==> config.mk <==
export PLATFORM = sky130hd
export DESIGN_NAME = mem_arbiter
export DESIGN_NICKNAME = d
export VERILOG_FILES = /design/src/rtl/mem_arbiter_pkg.sv /design/src/rtl/mem_arbiter.sv
export SDC_FILE = /design/constraint.sdc
export NUM_CORES = 2
export LEC_CHECK = 0
export ABC_AREA = 1
export CORE_AREA = 2 2 533 535
export DETAILED_ROUTE_END_ITERATION = 6
export DIE_AREA = 0 0 535 537
export GPL_TIMING_DRIVEN = 0
export PLACE_DENSITY = 0.37
export SETUP_SLACK_MARGIN = 0.15
export SYNTH_ARGS = -nofsm -noshare
export SYNTH_HDL_FRONTEND = slang
export SYNTH_SLANG_ARGS = --single-unit
==> constraint.sdc <==
create_clock -name clk -period 56.3 [get_ports clk]
set_input_delay 11.26 -clock clk [delete_from_list [all_inputs] [get_ports clk]]
set_output_delay 11.26 -clock clk [all_outputs]
set_load 0.01 [all_outputs]
==> src/rtl/mem_arbiter_pkg.sv <==
`default_nettype none
// mem_arbiter_pkg -- shared sizes and state/grant types for the I/D memory arbiter.  Rev 1.0
package mem_arbiter_pkg;
   localparam int LINE_W      = 256;
   localparam int ADDR_W      = 32;
   localparam int OFFSET_BITS = 5;

   typedef enum logic [1:0] {
      IDLE    = 2'd0,
      SERVE_I = 2'd1,
      SERVE_D = 2'd2,
      DONE    = 2'd3
   } arb_state_t;

   typedef enum logic {
      GRANT_I = 1'b0,
      GRANT_D = 1'b1
   } grant_t;
endpackage
`default_nettype wire

==> src/rtl/mem_arbiter.sv <==
`default_nettype none
// mem_arbiter -- round-robin arbiter sharing one line-wide memory port between icache and dcache.
// Rev 1.0
module mem_arbiter
   import mem_arbiter_pkg::*;
#(
   parameter int LINE_W = mem_arbiter_pkg::LINE_W,
   parameter int ADDR_W = mem_arbiter_pkg::ADDR_W
) (
   input  logic              clk,
   input  logic              rst,
   input  logic              i_read,
   input  logic [ADDR_W-1:0] i_addr,
   output logic [LINE_W-1:0] i_rdata,
   output logic              i_resp,
   input  logic              d_read,
   input  logic              d_write,
   input  logic [ADDR_W-1:0] d_addr,
   input  logic [LINE_W-1:0] d_wdata,
   output logic [LINE_W-1:0] d_rdata,
   output logic              d_resp,
   output logic              mem_read,
   output logic              mem_write,
   output logic [ADDR_W-1:0] mem_addr,
   output logic [LINE_W-1:0] mem_wdata,
   input  logic [LINE_W-1:0] mem_rdata,
   input  logic              mem_resp
);

   localparam logic [ADDR_W-1:0] LINE_MASK =
      {{(ADDR_W-OFFSET_BITS){1'b1}}, {OFFSET_BITS{1'b0}}};

   arb_state_t        state, state_nxt;
   grant_t            owner, owner_nxt;
   grant_t            last_grant, last_grant_nxt;
   logic              op_write, op_write_nxt;
   logic [LINE_W-1:0] line_buf, line_buf_nxt;
   logic [ADDR_W-1:0] mem_addr_nxt;
   logic [LINE_W-1:0] mem_wdata_nxt;
   logic              mem_read_nxt, mem_write_nxt;
   logic              i_resp_nxt, d_resp_nxt;
   logic [LINE_W-1:0] i_rdata_nxt, d_rdata_nxt;

   logic              want_i, want_d, pick_d;
   logic [ADDR_W-1:0] i_line_addr, d_line_addr;

   assign want_i      = i_read;
   assign want_d      = d_read | d_write;
   // Dcache wins when alone, or on contention when icache had the last contended grant.
   assign pick_d      = want_d & (~want_i | (last_grant == GRANT_I));
   assign i_line_addr = i_addr & LINE_MASK;
   assign d_line_addr = d_addr & LINE_MASK;

   always_ff @(posedge clk or posedge rst) begin
      if (rst) begin
         state      <= IDLE;
         owner      <= GRANT_I;
         last_grant <= GRANT_I;
         op_write   <= 1'b0;
         line_buf   <= '0;
         mem_addr   <= '0;
         mem_wdata  <= '0;
         mem_read   <= 1'b0;
         mem_write  <= 1'b0;
         i_resp     <= 1'b0;
         d_resp     <= 1'b0;
         i_rdata    <= '0;
         d_rdata    <= '0;
      end else begin
         state      <= state_nxt;
         owner      <= owner_nxt;
         last_grant <= last_grant_nxt;
         op_write   <= op_write_nxt;
         line_buf   <= line_buf_nxt;
         mem_addr   <= mem_addr_nxt;
         mem_wdata  <= mem_wdata_nxt;
         mem_read   <= mem_read_nxt;
         mem_write  <= mem_write_nxt;
         i_resp     <= i_resp_nxt;
         d_resp     <= d_resp_nxt;
         i_rdata    <= i_rdata_nxt;
         d_rdata    <= d_rdata_nxt;
      end
   end

   always_comb begin
      state_nxt      = state;
      owner_nxt      = owner;
      last_grant_nxt = last_grant;
      op_write_nxt   = op_write;
      line_buf_nxt   = line_buf;
      mem_addr_nxt   = mem_addr;
      mem_wdata_nxt  = mem_wdata;
      mem_read_nxt   = mem_read;
      mem_write_nxt  = mem_write;
      i_resp_nxt     = 1'b0;
      d_resp_nxt     = 1'b0;
      i_rdata_nxt    = '0;
      d_rdata_nxt    = '0;

      case (state)
         IDLE: begin
            if (pick_d) begin
               state_nxt     = SERVE_D;
               owner_nxt     = GRANT_D;
               op_write_nxt  = d_write;
               mem_addr_nxt  = d_line_addr;
               mem_wdata_nxt = d_wdata;
               mem_write_nxt = d_write;
               mem_read_nxt  = ~d_write;
               if (want_i) last_grant_nxt = GRANT_D;
            end else if (want_i) begin
               state_nxt     = SERVE_I;
               owner_nxt     = GRANT_I;
               op_write_nxt  = 1'b0;
               mem_addr_nxt  = i_line_addr;
               mem_wdata_nxt = '0;
               mem_read_nxt  = 1'b1;
               mem_write_nxt = 1'b0;
               if (want_d) last_grant_nxt = GRANT_I;
            end
         end
         SERVE_I, SERVE_D: begin
            if (mem_resp) begin
               state_nxt     = DONE;
               mem_read_nxt  = 1'b0;
               mem_write_nxt = 1'b0;
               if (!op_write) line_buf_nxt = mem_rdata;
            end
         end
         DONE: begin
            state_nxt = IDLE;
            if (owner == GRANT_I) begin
               i_resp_nxt  = 1'b1;
               i_rdata_nxt = line_buf;
            end else begin
               d_resp_nxt  = 1'b1;
               d_rdata_nxt = line_buf;
            end
         end
         default: state_nxt = IDLE;
      endcase
   end

endmodule
`default_nettype wire

==> reports/metrics.yaml <==
synthesis:
  synthSimpleGateAreaFrac: 0.178
  synth_top_area_share: 0.724
  syn_inst: 3509
  ys_seq_area_frac: 0.724
  synth_xor_area_frac: 0
  avgSynthCellArea_sq_um: 10.4
  yosysWarnings: 0
  synth_top_area_cell: "dfrtp_1"
  synthMuxAreaShare: 0
  ys_ff_latch: 1060
  synth.area.top_cells: "dfrtp_1 72%, nand2_1 8.9%, nor2_1 7.9%"
  synth_area_sq_um: 36600
  yosys.area_share.adder: 0.000683
  synth_compound_area_frac: 0.0364
  synth_top_family_by_area: "simple AND/OR/NAND/NOR gates"
  synth_cell_types: 19
sta:
  fin_hold_ws_ps: 467
  finalSetupViolations: 0
  hold_violations: 0
  rsz0062_at_grt: "no"
  skew_ps: 44.7
  maxSlewHeadroom: 0.284
  post-route-period-util: 0.245
  period_needed_ps: 13790
  tns_ps: 0
  worst_pin_slew_ps: 1070
  fmax_mhz: 72.5
  slew_violations: 0
clock_tree:
  cts_setup_buffers: 0
  clock_latency_ps: 800
  cts_resized: 0
  clock_sinks: 1060
  cts-root-buf: "clkbuf_16"
  path_clk_slew_ps: 60
  cts_buffers: 141
  clockBufferDepth: 4
  cts_tree: "built"
  hold_buffers: 0
  cts_max_level: 4
die:
  coreArea_sq_um: 281000
  rows: 195
  die_area_sq_um: 287000
  die-width_um: 535
  die_y_um: 537
  ios: 1386
  initial_core_util: 0.130
global_route:
  track_usage: 0.134
  overflow: 0
  antenna_found_initial: 82
  grt_pass1_wl_um: 267000
  grt_max_degree: 125
  grt_pass1_vias: 31400
routing:
  remaining_drc_errors: 0
  drt_first_pass_iters: 5
  topRoutingLayerUsed: "met5"
  drt-met1-wl_um: 71100
  ant_nets: 0
  wl_per_cell_um: 22.4
  wl_met3_um: 17700
  viasPerCell: 3.37
  dr.first_iter.drc_count: 1350
  dr_wl_met2_um: 104000
  vias: 30000
  routed_wl_um: 200000
worst_setup_path:
  cp_common_cell: "buf_16"
  path_max_fanout: 112
  critPathKind: "input pin to async pin"
  max_stage_delay_ps: 580
  arrival_ps: 14660
  crit_chain: "clkdlybuf4s50_1, inv_8, buf_16, buf_16, buf_16, buf_16"
  critPathBufInv: 6
  crit_path_top_delay_cell: "inv_8"
  startpoint_type: "input pin"
  endpoint_kind: "async pin"
  crit_family: "buffers and inverters"
  critPathRequiredTime_ps: 57170
final_layout:
  n_fill_cell: 30800
  final_cells: 8901
  final_cell_mix: "1370 x clkdlybuf4s50_1, 1060 x dfrtp_1, 869 x nand2_1"
  syn2layout_area_growth_pct: 63.3
  postLayoutCellArea_sq_um: 59900
  nNetsFinal: 5619
  final_common_cell: "clkdlybuf4s50_1"
  drive_gt1_frac: 0.0677
power:
  cellLeakagePower_nw: 28.5
  pwr_density_cell_nw_per_um2: 53.5
  peakVddDrop_mv: 0.0239
  total_power_w: 0.00320
placement:
  portBuffers: 1370
  dpl.hpwl_um: 162000
  placed_cells_incl_taps: 8635
  gp_congestion: 0.853
  post_dp_cell_area_sq_um: 55300
run:
  maxCapViolCount: 0
min_path:
  hp-class: "register to register"
run_status:
  status: "completed"
==> worst min-delay path, cell delays in order (launching register included) <==
cell	delay, ps
dfrtp_1	340
nand2_1	50
nand2_1	50
==> layer usage <==
metal / GRT usage / vias up
met1: 0.138 / 14600
met5: 0 / -
met3: 0.0518 / 332
met2: 0.248 / 1206
met4: 0.0419 / 88
li1: - / 13700
==> power breakdown <==
group	total (W)	switching (W)	leakage, nW	internal [W]
clock network	0.000890	0.000366	2.18	0.000524
logic	0.00120	0.000717	12.8	0.000479
registers	0.00112	0.000103	13.5	0.00102
total	0.00320	0.00119	28.5	0.00202
==> cell type report <==
class,count,area [sq um],share of cell area
Antenna cell,29,72.6,0.00121
Sequential cell,1060,26500,0.443
Clock inverter,43,510,0.00853
Tap cell,3743,4680,0.0782
Timing Repair Buffer,1379,14000,0.233
Buffer,187,1130,0.0190
Clock buffer,194,3950,0.0660
Multi-Input combinational cell,1970,7900,0.132
Inverter,296,1120,0.0187
==> sequential cells by signal, indices dropped and copies added, names as in the netlist <==
register and count:
d_rdata 256, i_rdata 256, line_buf 256, mem_wdata 256
mem_addr 27, state 2, d_resp 1, i_resp 1
last_grant 1, mem_read 1, mem_write 1, op_write 1
owner 1
==> cell families (layout without fill, tap and decap cells) <==
kind of cell | after synthesis | count (layout)
AO/OA/AOI/OAI | 265 | 265
adder cells (fa/ha/maj) | 2 | 2
buffers and inverters | 483 | 2099
flip-flops | 1060 | 1060
other | 1 | 34
AND/OR/NAND/NOR | 1698 | 1698
==> path summary, 6_finish.rpt <==
check | start | endpoint | slack [ps] | cells past startpoint
max in group clk | mem_wdata[69]$_DFFE_PP0P_ | mem_wdata[69] | 43030 | 1
worst min-delay path | mem_wdata[139]$_DFFE_PP0P_ | mem_wdata[139]$_DFFE_PP0P_ | 470 | 2
worst max-delay path | rst | mem_wdata[154]$_DFFE_PP0P_ | 42510 | 6
worst max register to register | state[0]$_DFFE_PP0P_ | i_rdata[220]$_DFF_PP0_ | 52980 | 5
worst min register to register | mem_wdata[139]$_DFFE_PP0P_ | mem_wdata[139]$_DFFE_PP0P_ | 470 | 2
min in group asynchronous | rst | d_rdata[9]$_DFF_PP0_ | 11080 | 2
==> metrics by stage <==
stage,utilization,setup slack [ps]
after floorplan,-,15200
after global placement,0.196,-370
after detailed placement,0.197,41530
after CTS,0.212,42440
after global routing,0.213,42100
final,0.213,42510
==> cell usage after synthesis (all sizes together) <==
| library cell | count |
|---|---|
| dfrtp | 1060 |
| conb | 1 |
| nand3 | 31 |
| buf | 125 |
| nand3b | 27 |
| a21oi | 257 |
| o21ai | 8 |
| clkbuf | 62 |
| inv | 296 |
| nand2 | 869 |
| nor2 | 769 |
| ha | 2 |
| or2 | 2 |
Power figures use the tool's default switching activity.
